$ cat config.mk
export PLATFORM = sky130hd
export DESIGN_NAME = bip2_multicycle_control
export DESIGN_NICKNAME = d
export VERILOG_FILES = /design/src/rtl/bip2_multicycle_control.sv
export SDC_FILE = /design/constraint.sdc
export NUM_CORES = 1
export LEC_CHECK = 0
export BUFFER_PORTS_ARGS = -buffer_cell sky130_fd_sc_hd__buf_2
export CAP_MARGIN = 20
export CORE_AREA = 2 2 61 63
export CTS_CLUSTER_DIAMETER = 200
export DETAILED_ROUTE_END_ITERATION = 6
export DIE_AREA = 0 0 63 65
export HOLD_SLACK_MARGIN = 0.02
export PLACE_DENSITY = 0.76
export SLEW_MARGIN = 10
export SYNTH_ARGS = -nofsm -noshare
export SYNTH_HDL_FRONTEND = slang
export SYNTH_SLANG_ARGS = --single-unit
$ cat constraint.sdc
create_clock -name Clock_i -period 2 [get_ports Clock_i]
set_input_delay 0.4 -clock Clock_i [delete_from_list [all_inputs] [get_ports Clock_i]]
set_output_delay 0.4 -clock Clock_i [all_outputs]
set_load 0.005 [all_outputs]
$ cat src/rtl/bip2_multicycle_control.sv
// bip2_multicycle_control: BIP-2 fetch/decode/execute sequencer (imem req/valid fetch, PC/IR, datapath selects, ALU op, ACC/RAM strobes, Z/N branches, halt)
module bip2_multicycle_control #(
  parameter int ADDR_W = 11,
  parameter int DATA_W = 16,
  parameter int OPC_W  = 5
) (
  input  logic              Clock_i,
  input  logic              Reset_i,
  output logic              Im_req_o,
  input  logic              Im_valid_i,
  output logic [ADDR_W-1:0] ADDR_im_o,
  input  logic [DATA_W-1:0] DATA_im_i,
  output logic [ADDR_W-1:0] DATA_im_o,
  input  logic              z_i,
  input  logic              n_i,
  output logic              SellA_o,
  output logic              SellB_o,
  output logic              Op_o,
  output logic              WrAcc_o,
  output logic              WrRam_o,
  output logic              Halted_o
);
  localparam logic [OPC_W-1:0] OP_HLT  = OPC_W'(5'h00);
  localparam logic [OPC_W-1:0] OP_STO  = OPC_W'(5'h01);
  localparam logic [OPC_W-1:0] OP_LD   = OPC_W'(5'h02);
  localparam logic [OPC_W-1:0] OP_LDI  = OPC_W'(5'h03);
  localparam logic [OPC_W-1:0] OP_ADD  = OPC_W'(5'h04);
  localparam logic [OPC_W-1:0] OP_ADDI = OPC_W'(5'h05);
  localparam logic [OPC_W-1:0] OP_SUB  = OPC_W'(5'h06);
  localparam logic [OPC_W-1:0] OP_SUBI = OPC_W'(5'h07);
  localparam logic [OPC_W-1:0] OP_BEQ  = OPC_W'(5'h08);
  localparam logic [OPC_W-1:0] OP_BNE  = OPC_W'(5'h09);
  localparam logic [OPC_W-1:0] OP_BGT  = OPC_W'(5'h0A);
  localparam logic [OPC_W-1:0] OP_BGE  = OPC_W'(5'h0B);
  localparam logic [OPC_W-1:0] OP_BLT  = OPC_W'(5'h0C);
  localparam logic [OPC_W-1:0] OP_BLE  = OPC_W'(5'h0D);
  localparam logic [OPC_W-1:0] OP_JMP  = OPC_W'(5'h0E);
  typedef enum logic [2:0] {FETCH, DECODE, MEMRD, EXEC, HALT} state_t;
  state_t state, state_nx;
  logic [ADDR_W-1:0] pc;
  logic [DATA_W-1:0] ir;
  logic [OPC_W-1:0]  opc;
  logic [ADDR_W-1:0] opd;
  logic is_mem, is_alu, is_imm, is_sub, is_ld, taken, act, sel_ok, in_exec;
  assign opc = ir[DATA_W-1 -: OPC_W];
  assign opd = ir[ADDR_W-1:0];
  always_comb begin
    is_mem = (opc == OP_LD) || (opc == OP_ADD) || (opc == OP_SUB);
    is_alu = (opc == OP_ADD) || (opc == OP_ADDI) || (opc == OP_SUB) || (opc == OP_SUBI);
    is_imm = (opc == OP_LDI) || (opc == OP_ADDI) || (opc == OP_SUBI);
    is_sub = (opc == OP_SUB) || (opc == OP_SUBI);
    is_ld  = (opc == OP_LD) || (opc == OP_LDI);
    taken  = (opc == OP_BEQ) ? z_i :
             (opc == OP_BNE) ? !z_i :
             (opc == OP_BGT) ? (!z_i && !n_i) :
             (opc == OP_BGE) ? !n_i :
             (opc == OP_BLT) ? n_i :
             (opc == OP_BLE) ? (z_i || n_i) :
             (opc == OP_JMP);
  end
  always_ff @(posedge Clock_i) begin
    if (Reset_i) state <= FETCH;
    else state <= state_nx;
  end
  always_comb begin
    state_nx = (state == FETCH)  ? (Im_valid_i ? DECODE : FETCH) :
               (state == DECODE) ? ((opc == OP_HLT) ? HALT : is_mem ? MEMRD : EXEC) :
               (state == MEMRD)  ? EXEC :
               (state == EXEC)   ? FETCH : HALT;
  end
  always_ff @(posedge Clock_i) begin
    if (Reset_i) begin
      pc <= '0;
      ir <= '0;
    end else if (state == FETCH && Im_valid_i) begin
      ir <= DATA_im_i;
      pc <= pc + ADDR_W'(1);
    end else if (state == EXEC && taken) begin
      pc <= opd;
    end
  end
  // Outputs are forced low while Reset_i is high so a strobe due in that cycle never reaches the datapath.
  always_comb begin
    act       = !Reset_i;
    sel_ok    = act && (state == MEMRD || state == EXEC);
    in_exec   = act && (state == EXEC);
    Im_req_o  = act && (state == FETCH);
    ADDR_im_o = act ? pc : '0;
    DATA_im_o = act ? opd : '0;
    SellA_o   = sel_ok && is_alu;
    SellB_o   = sel_ok && is_imm;
    Op_o      = sel_ok && is_sub;
    WrAcc_o   = in_exec && (is_ld || is_alu);
    WrRam_o   = in_exec && (opc == OP_STO);
    Halted_o  = act && (state == HALT);
  end
endmodule

# ---- Word level (Yosys, flattened, before mapping)
# Index checks and enable logic that the tools add are counted.
dict set report classes {
  add_sub_neg 1
  eq_ne 18
  muxes 17
  n_reduce_logical 30
}
# op n
set ops {}
lappend ops {{$mux W11} 4}
lappend ops {{$eq A5 B4 Y1 const B} 7}
lappend ops {{$eq A5 B3 Y1 const B} 4}
lappend ops {{$mux W3} 5}
lappend ops {{$logic_and A1 B1 Y1} 12}
lappend ops {{$logic_or A1 B1 Y1} 12}
lappend ops {{$add A11 B1 Y11 const B} 1}
lappend ops {{$eq A5 B2 Y1 const B} 2}
lappend ops {{$mux W1} 8}
lappend ops {{$eq A3 B2 Y1 const B} 2}
lappend ops {{$eq A5 B1 Y1 const B} 1}
lappend ops {{$logic_not A5 Y1} 1}
lappend ops {{$eq A3 B1 Y1 const B} 1}
lappend ops {{$eq A3 B3 Y1 const B} 1}
lappend ops {{$logic_not A1 Y1} 3}
lappend ops {{$logic_not A3 Y1} 1}
lappend ops {{$reduce_bool A2 Y1} 1}
dict set report word_totals {
  regBits 30
  out_inout_bits 29
  elab_cells 69
}

# ---- Logic depth before layout (Yosys ltp)
# Gate-level depths: netlist of run 1.
dict set report logic_depth {
  depth_word 10
  depth_mapped 7
}

# ---- Worst setup path after synthesis of run 1
# No wires, ideal clock.
dict set report synth_timing {
  kind {reg-to-reg}
  startpoint {reg state[1]}
  endpoint {reg pc[10]}
  arrival_time_ns 1.684
  required_time_ns 1.933
  setup_slack_ns 0.249
  path_stages_with_launch 7
  n_path_buf 1
  cell_sequence {dfxtp_1 buf_4 nor4b_4 nand4_2 or3_1 o32a_1 a21oi_2}
}
dict set report synth_via {
  elab_chain_cells 3
  word_cells_on_any_way 6
}
# item line
set synth_lines {}
lappend synth_lines {{start: declaration} 39} ;# state_t state, state_nx;
lappend synth_lines {{start signal: assignment} 63} ;# else state <= state_nx;
lappend synth_lines {{$eq A3 B2 Y1 / $logic_not A3 Y1 (equally long branches)} {78, 75}}
lappend synth_lines {{$logic_and A1 B1 Y1 (on tied branches)} {78, 75}}
lappend synth_lines {{$reduce_bool A2 Y1 (no line) / $mux W11 (equally long branches)} --}
lappend synth_lines {{end signal: assignment} 77} ;# pc <= pc + ADDR_W'(1);
lappend synth_lines {{end signal: assignment} 79} ;# pc <= opd;
lappend synth_lines {{end: declaration} 40} ;# logic [ADDR_W-1:0] pc;
# Parallel ways exist; a longest one is shown, timed or not.
# A chain may end at the register's enable or synchronous reset.

# ---- Worst setup path in the final report of run 1
dict set report layout_timing {
  startpoint {reg state[1]}
  endpoint {out WrRam_o}
}
dict set report layout_via {
  elab_chain_cells 3
}
# item line
set layout_lines {}
lappend layout_lines {{$eq A3 B2 Y1} 86} ;# in_exec = act && (state == EXEC);
lappend layout_lines {{$logic_and A1 B1 Y1} 86}
lappend layout_lines {{$logic_and A1 B1 Y1} 94} ;# WrRam_o = in_exec && (opc == OP_STO);
lappend layout_lines {{end: declaration} 20} ;# output logic WrRam_o,
# No other way between the ends.

==> impl.org, run 1 <==
** Outcome
- Result of the run :: completed

** Timing
- Of the available clock period, the critical path in the final layout requires 0.932.
- Time the final worst path needs with I/O delays and setup :: 1860 ps
- Slew at the pin with the worst max-slew slack :: approximately 390 ps
- Endpoints failing hold :: 0
- Maximum clock frequency :: roughly 540 MHz
- Slew margin rel. :: 0.742
- Finish-stage setup viols :: 0
- The number of max-slew violations in the final report is 0.
- On the final layout, the worst clock skew is around 2.3 ps.
- Final worst-path setup slack :: between 100 and 150 ps

** Critical path
- The worst setup path is launched from a flop.
- Arrival time at the worst endpoint :: around 1500 ps
- Number of buffer and inverter instances along the worst setup path :: 2
- By instance count, the cell type seen most on the critical path is sky130_fd_sc_hd__nand2_1.
- The setup path with the least slack is of type reg2out.
- The worst register-to-register path has a depth of 5.
- Setup slack of the most critical reg-to-reg path :: about 160 ps
- Biggest fanout along the worst timing path :: 8
- STA puts the critical path data required time at about 1600 ps.
- Cell type group with the largest total delay on the critical path :: simple AND/OR/NAND/NOR gates
- Nature of the critical path endpoint :: primary output
- Largest stage delay on the critical path :: a little under 400 ps
- The startpoint identified for the worst register-to-register timing path is state[2].
- Endpoint of the worst register-to-register path :: pc[3]
- The critical path goes through buf_4, nand2_1, nor3_4, nand2_1, nor2_1, buf_2.
- Slowest cell on crit path :: sky130_fd_sc_hd__dfxtp_1

** Finish
- Post-route cell area :: 2030 µm²
- Of the cells placed in the final design, the portion with a size suffix greater than 1 is 0.256.
- Compared with the post-synthesis result, the final layout area differs by 21.5%.
- Antenna Diode Count :: 0
- Utilization of the core after routing :: 0.579
- Final layout net count :: ~290
- The filler cells instantiated in the layout total around 370.

** Min path
- The worst hold path terminates at ir[13].
- In this run the most critical hold path is launched from DATA_im_i[13].
- The min-delay analysis places its worst path in the category in2reg.
- Min-Delay Path Depth :: 3

** Power
- Lkg Pwr :: 0.834 nW
- Cell internal power was estimated by the tool at 0.923 mW.
- Net Sw Frac :: 0.328
- The share of total power dissipated in sequential elements is 0.517.
- Power density normalized to cell area :: 677 nW/µm²
- Largest voltage drop on the vdd net :: about 0.00038 V
- The share of total power dissipated in the clock network is 0.240.
- In this run the power spent charging and discharging nets is 0.450 mW.
- The share of total power dissipated in combinational logic is 0.243.

** Drt
- Number of nets with antenna violations after routing :: 0
- DR pass1 iterations :: 4
- For this run, design rule violations remaining after detail routing come to 0.
- After detailed routing, the total wire length is between 3 and 4 mm.
- After detailed routing, the number of vias per cell comes to about 5.3.
- Routed length per instance :: 12.2 µm
- Vias :: between 1500 and 2000
- Number of DRC violations after detailed-routing iteration 0 :: 41

** Placement
- Place WS :: 144 ps
- Detailed placer's ending HPWL :: 2.59 mm
- After detailed placement, the total cell area comes to 1970 µm².
- Number of port buffers :: 49
- Routability Congestion :: 0.759

** Floorplanning
- Number of placed I/O pins :: 50
- For this configuration, the core starts out at a cell density of 0.477.
- Core Area :: 3500 µm²
- Die outline width :: 63 µm
- Placement row count :: 22
- The die covers ~4100 µm².
- The floorplan step set the die height to around 65 µm.

** Logic synthesis
- For this run, the leading register cell type out of synthesis is sky130_fd_sc_hd__dfxtp_1.
- Seq/Total Area, Yosys :: 0.360
- Of the total synthesized cell area, the portion taken by full adders, half adders and majority gates is 0.00751.
- Of the post-synthesis cell area, the dominant cell type holds 0.360.
- Synthesis produced a netlist whose cell count is between 200 and 250.
- After synthesis the netlist holds a flip-flop and latch count of 30.
- Share of the synthesized area in compound gates (AO/OA/AOI/OAI) :: 0.200
- Largest cells by area after synthesis :: sky130_fd_sc_hd__dfxtp_1, sky130_fd_sc_hd__nand2_1, sky130_fd_sc_hd__a21oi_1
- Summing every instance area after synthesis gives roughly 1700 µm².
- Top cells by count, synth :: sky130_fd_sc_hd__nand2_1, sky130_fd_sc_hd__dfxtp_1, sky130_fd_sc_hd__a21oi_1
- Syn nets :: 240
- Number of flops mapped to enable cells by yosys :: 0
- Of the post-synthesis cell area, the part taken by muxes is 0.0195.
- Post-Syn Area per Cell :: about 7.6 µm²
- Post-synthesis simple-gate area fraction :: 0.337
- Most frequent cell after synthesis :: sky130_fd_sc_hd__nand2_1
- The Yosys step of the flow raised 0 warnings.
- Of the total synthesized cell area, the portion taken by XOR and XNOR cells is 0.0263.
- The biggest area contributor in the post-synthesis netlist is sky130_fd_sc_hd__dfxtp_1.
- Dominant combinational cell family by area after synthesis :: simple AND/OR/NAND/NOR gates
- Proportion of synthesized flip-flops having asynchronous set or reset :: 0
- Post-synth cell types :: 45

** Clock tree
- Counting along the longest clock path gives a buffer depth of 2.
- Setup fix buffers added after clock tree synthesis :: 0
- Gates resized during post-CTS repair numbered 0.
- Clock buffers created by TritonCTS :: 5
- CTS Root Cell :: sky130_fd_sc_hd__clkbuf_4
- Hold buffer count at CTS :: 0
- Clock sink total :: 30
- Clock insertion delay at the later pin of the skew report :: between 300 and 400 ps
- Clock tree from TritonCTS :: built
- Clock transition at the registers of the reported paths :: 80 ps
- The H-tree was split into 2 levels.

** GRT
- The via count of the first global-routing pass came to 1417.
- First-pass GRT wire length :: 6.11 mm
- Pin count of the biggest net entering global routing :: 38
- The initial antenna violation count is 0.
- GRT Residual Overflow :: 0
- Global-route total usage across every layer :: 0.189

** Job
- Count of maximum capacitance violations :: 0
worst max-delay path by stage:
stage | slack (ps) | end | depth (start not counted) | from
after global placement | 180 | pc[3] | 6 | z_i
after CTS | 20 | WrRam_o | 6 | state[1]
after detailed placement | 140 | pc[3] | 6 | z_i
after floorplan | 250 | pc[10] | 6 | state[1]
after global routing | -5 | SellB_o | 6 | state[1]
final | 140 | WrRam_o | 6 | state[1]
through the flow:
stage	TNS, ps	hold slack [ps]	std cells	power (mW)
4_1_cts	0	285	314	1.38
6_report	0	292	314	1.37
2_1_floorplan	0	436	218	0.940
5_1_grt	-5.24	284	314	1.45
3_5_place_dp	0	458	307	1.05
3_3_place_gp	0	449	307	1.05
metal layers:
metal  track usage  vias to the layer above  share of wire
met1         0.231                      740           0.46
met3        0.0521                        6          0.065
met5             0                        -              0
met2         0.306                       48           0.46
met4        0.0944                        0          0.018
li1              -                      864              -
final cells by class:
type | instances | area (µm²) | area share
flip-flops and latches | 30 | 601 | 0.296
multi-input cells | 170 | 995 | 0.491
well taps | 48 | 60.1 | 0.0296
clock buffers | 7 | 45.0 | 0.0222
inverters | 2 | 7.51 | 0.00371
repair buffers | 57 | 318 | 0.157
worst register-to-register path: cells and delay by family, from the launching register on:
kind / cells / cell delay, ps
multiplexers: 1 / 380
AO/OA/AOI/OAI: 2 / 200
AND/OR/NAND/NOR: 2 / 630
flip-flops: 1 / 560
cell families (layout without fill, tap and decap cells):
group / count (synthesis) / in the layout
simple gates: 108 / 108
compound gates: 53 / 53
flops: 30 / 30
buf+inv: 18 / 66
xor+xnor: 5 / 5
mux: 3 / 3
fa+ha+maj: 1 / 1
power by group through the flow:
| stage | registers, mW | logic [mW] | clock network, mW |
|---|---|---|---|
| 4_1_cts | 0.708 | 0.335 | 0.337 |
| 3_3_place_gp | 0.719 | 0.331 | 0 |
| 3_5_place_dp | 0.722 | 0.333 | 0 |
| 5_1_grt | 0.719 | 0.370 | 0.361 |
| 2_1_floorplan | 0.691 | 0.248 | 0 |
| 6_report | 0.709 | 0.333 | 0.329 |
flip-flops by register name, summed over array words and instances (netlist names):
name and count:
ir 16, pc 11, state 3
cells in the final DEF, fill, tap and decap left out, types with 2 or more instances in the layout:
cell,instances
sky130_fd_sc_hd__a211oi_1,3
sky130_fd_sc_hd__a21oi_1,28
sky130_fd_sc_hd__a31oi_1,6
sky130_fd_sc_hd__a32oi_1,2
sky130_fd_sc_hd__and3_1,2
sky130_fd_sc_hd__and4_1,2
sky130_fd_sc_hd__buf_2,49
sky130_fd_sc_hd__buf_4,7
sky130_fd_sc_hd__clkbuf_1,2
sky130_fd_sc_hd__clkbuf_4,5
sky130_fd_sc_hd__dfxtp_1,30
sky130_fd_sc_hd__inv_1,2
sky130_fd_sc_hd__nand2_1,45
sky130_fd_sc_hd__nand2b_1,2
sky130_fd_sc_hd__nand3_1,3
sky130_fd_sc_hd__nand4_1,3
sky130_fd_sc_hd__nor2_1,13
sky130_fd_sc_hd__nor2b_1,22
sky130_fd_sc_hd__nor3_1,5
sky130_fd_sc_hd__o211ai_1,5
sky130_fd_sc_hd__xnor2_1,4
Note: power is estimated with default switching activity, not from simulation.
==> run 2, diff against run 1 <==
Settings changed: CORE_AREA 2 2 61 63 to 2 2 84 46, DIE_AREA 0 0 63 65 to 0 0 86 48, PLACE_DENSITY 0.76 to 0.77.
==> run 2 against run 1 <==
Core utilization is 3.3 points higher; die area is 0.81% higher; critical path depth stayed put; largest power group unchanged; largest cell class unchanged; via count is 0.72% higher; wire length is 8.2% higher; sequential share of layout area is 0.11 points lower; register-to-register slack worse by 40 ps; clock skew is 2.3 ps higher; global-route usage is 2.2 points higher; sequential power is 0.6% higher; maximum frequency is 0.72% lower.
==> impl.org, run 2 (same netlist as run 1, synthesis figures left out) <==
** Outcome
- Result of the run :: completed

** Min path
- Min-Delay Startpoint :: DATA_im_i[2]
- The path class of the tightest hold or removal check is in2reg.
- Min-Delay Path Depth :: 3
- Worst hold path endpoint :: ir[2]

** Critical path
- Length in cells of the worst reg-to-reg path :: 6
- The largest individual stage delay along the critical path comes from the cell sky130_fd_sc_hd__or3_1.
- Walking the worst path, the cells encountered are buf_4, nor4b_4, nand4_2, or3_1, o32a_1, a21oi_2.
- STA puts the critical path data required time at ~2200 ps.
- The worst setup path is launched from a flop.
- Largest stage delay on the critical path :: 390 ps
- Arrival time at the worst endpoint :: between 2000 and 2500 ps
- Cell type group with the largest total delay on the critical path :: simple AND/OR/NAND/NOR gates
- Launch point of the worst reg-to-reg path :: state[1]
- Setup slack of the most critical reg-to-reg path :: between 100 and 150 ps
- Endpoint of the worst register-to-register path :: pc[10]
- Counting both buffers and inverters, the worst setup path holds a total of 1.
- STA classifies the critical path endpoint as a flop.
- Biggest fanout along the worst timing path :: 6
- The critical path is of the reg2reg type.

** Power
- The analysis attributes to net switching a power of roughly 0.48 mW.
- Summing internal, switching and leakage power gives roughly 1.5 mW.
- Internal cell power :: between 1 and 1.5 mW
- Of the total power, combinational logic draws 0.224.
- Net Sw Frac :: 0.317
- Summed over all cells, the static leakage comes to between 0.8 and 0.9 nW.
- Part of the total power dissipated in sequential elements :: 0.476
- Of the total power, the clock network draws 0.301.
- The worst-case IR drop observed on VDD is roughly 0.00028 V.
- Dividing total power by cell area gives a power density of roughly 740 nW/µm².

** Timing
- Slew margin rel. :: 0.586
- Setup violations remaining at the end of the flow were counted as 0.
- Endpoints failing hold :: 0
- Number of max-slew violations in the final report :: 0
- In the finished design, the share of the clock period the worst path needs comes to 0.939.
- Time the final worst path needs with I/O delays and setup :: between 1500 and 2000 ps
- Clock skew :: 4.65 ps
- At the pin with the least slew margin, the transition time is 618 ps.
- Maximum clock frequency :: between 500 and 600 MHz
- Unrepaired setup endpoints after global routing :: yes

** GRT
- For this run, global-route usage on met3 was measured as 0.0603.
- GRT Residual Overflow :: 0
- Pin count of the biggest net entering global routing :: between 40 and 50
- For met1 alone, demand over resource in global routing was 0.298.
- The first global-routing pass estimated 6.56 mm of wire.
- Number of global-route vias before repair :: approximately 1400
- Initial antenna violation count :: 0
- Global-route total usage across every layer :: 0.211
- The layer flagged by global routing as most heavily used is met2.
- For this run, global-route usage on met2 was measured as 0.310.

** Finish
- In the final layout, the share of cells above drive strength 1 is 0.257.
- Summing all flip-flop and latch instances after layout gives about 600 µm².
- Count of fill cells added during filler insertion :: about 330
- After the flow finishes, the layout carries non-filler instances totaling around 310.
- The register with the most flip-flops in the layout has 16 of them.
- Final layout net count :: 287
- The library cells used most frequently in the layout, excluding fill and tap cells, are sky130_fd_sc_hd__buf_2, sky130_fd_sc_hd__nand2_1, sky130_fd_sc_hd__dfxtp_1, sky130_fd_sc_hd__a21oi_1, sky130_fd_sc_hd__nor2b_1.
- Leaving out fill and tap cells, the most frequent cell in the layout is sky130_fd_sc_hd__buf_2.
- Antenna Diode Count :: 0
- The multi-input combinational cells in the finished layout cover a total of 983 µm².
- Register bank with the most flops :: ir
- In the final layout, the registers with the most flip-flops are ir (16), pc (11), state (3).
- Compared with the post-synthesis result, the final layout area differs by 22.0%.

** Clock tree
- The root buffer cell chosen for the clock tree is sky130_fd_sc_hd__clkbuf_8.
- CTS built an H-tree with a depth of 2.
- Clock transition at the registers of the reported paths :: roughly 60 ps
- CTS saw 30 sinks.
- Gates resized during post-CTS repair numbered 0.
- Bufs on Longest Clock Path :: 2
- TritonCTS built the clock tree.
- Setup fix buffers added after clock tree synthesis :: 0
- The clock reaches the later pin of the worst-skew pair after about 280 ps.
- Counting the buffers created by CTS gives 5.

** Drt
- The detailed router placed between 1500 and 2000 vias in this run.
- Routed length per instance :: between 10 and 15 µm
- After detailed routing, the total wire length is roughly 4.1 mm.
- Before antenna repair, the detailed router went through 4 iterations.
- Number of DRC violations after detailed-routing iteration 0 :: 131
- For this run, design rule violations remaining after detail routing come to 0.
- In this run the remaining antenna-violating nets after routing total 0.
- Detail-routed via count per cell :: around 5.4

** Job
- Count of maximum capacitance violations :: 0

** Floorplanning
- The initial utilization of the core area, before any placement, comes to 0.502.
- Number of placed I/O pins :: 50
- Core Area :: 3320 µm²
- Placement row count :: 15
- The die is between 80 and 90 µm wide.
- Chip height :: 48 µm
- The die covers between 4000 and 5000 µm².

** Placement
- Number of port buffers :: 49
- The HPWL after detailed placement is 2.92 mm.
- At the end of routability-driven placement, the weighted congestion stood at approximately 0.82.
- After detailed placement, the design holds a cell count of 300.
==> run 2: cell count changes in the layout (fill, tap and decap cells not counted) <==
cell | previous run | this run
sky130_fd_sc_hd__nor3_4 | 1 | 0
sky130_fd_sc_hd__clkinv_2 | 0 | 2
sky130_fd_sc_hd__clkbuf_4 | 5 | 0
sky130_fd_sc_hd__clkbuf_1 | 2 | 0
sky130_fd_sc_hd__nor3_1 | 5 | 6
sky130_fd_sc_hd__clkbuf_8 | 0 | 5
sky130_fd_sc_hd__buf_4 | 7 | 6
==> run 2: timing repair <==
item,4_1_cts,5_1_grt
endpoints found under the setup margin,0,6
hold buffers,0,0
hold endpoints to repair,0,0
==> run 2: worst register-to-register path: stages (launching register included) <==
cell	delay, ps
sky130_fd_sc_hd__dfxtp_1	350
sky130_fd_sc_hd__buf_4	170
sky130_fd_sc_hd__nor4b_4	360
sky130_fd_sc_hd__nand4_2	210
sky130_fd_sc_hd__or3_1	390
sky130_fd_sc_hd__o32a_1	200
sky130_fd_sc_hd__a21oi_2	130
==> run 2: stage by stage <==
step                TNS, ps  utilization  worst slack (ps)  cell area [µm²]  hold slack, ps
CTS                       0        0.612               131             2030             344
finish                    0        0.612               122             2030             348
global route           -105        0.612             -51.8             2030             356
global placement          0        0.588               158             1950             448
detailed placement        0        0.588               126             1950             452
floorplan                 0            -               249             1670             436
==> run 2: worst max path at each step <==
| stage | from | to | slack (ps) | cells after the start |
|---|---|---|---|---|
| 2_1_floorplan | state[1] | pc[10] | 250 | 6 |
| 3_3_place_gp | z_i | pc[9] | 160 | 6 |
| 3_5_place_dp | z_i | pc[9] | 130 | 6 |
| 4_1_cts | state[1] | pc[10] | 130 | 6 |
| 5_1_grt | state[2] | pc[1] | -50 | 5 |
| 6_report | state[1] | pc[10] | 120 | 6 |
==> run 2: final cells by class <==
type | count | area share
clock buffers | 5 | 0.0338
well taps | 42 | 0.0258
repair buffers | 56 | 0.153
clock inverters | 2 | 0.00492
flip-flops and latches | 30 | 0.295
multi-input cells | 170 | 0.484
inverters | 2 | 0.00369
==> run 2: layer usage <==
layer	wire, µm	vias to the layer above
li1	-	856
met1	2100	746
met2	1630	65
met3	380	3
met4	28	0
met5	0	-
==> run 2: power by group through the flow <==
stage | sequential [mW] | clock, mW | combinational (mW)
finish | 0.713 | 0.451 | 0.335
global route | 0.725 | 0.480 | 0.373
CTS | 0.712 | 0.461 | 0.336
detailed placement | 0.725 | 0 | 0.334
global placement | 0.723 | 0 | 0.328
floorplan | 0.691 | 0 | 0.248
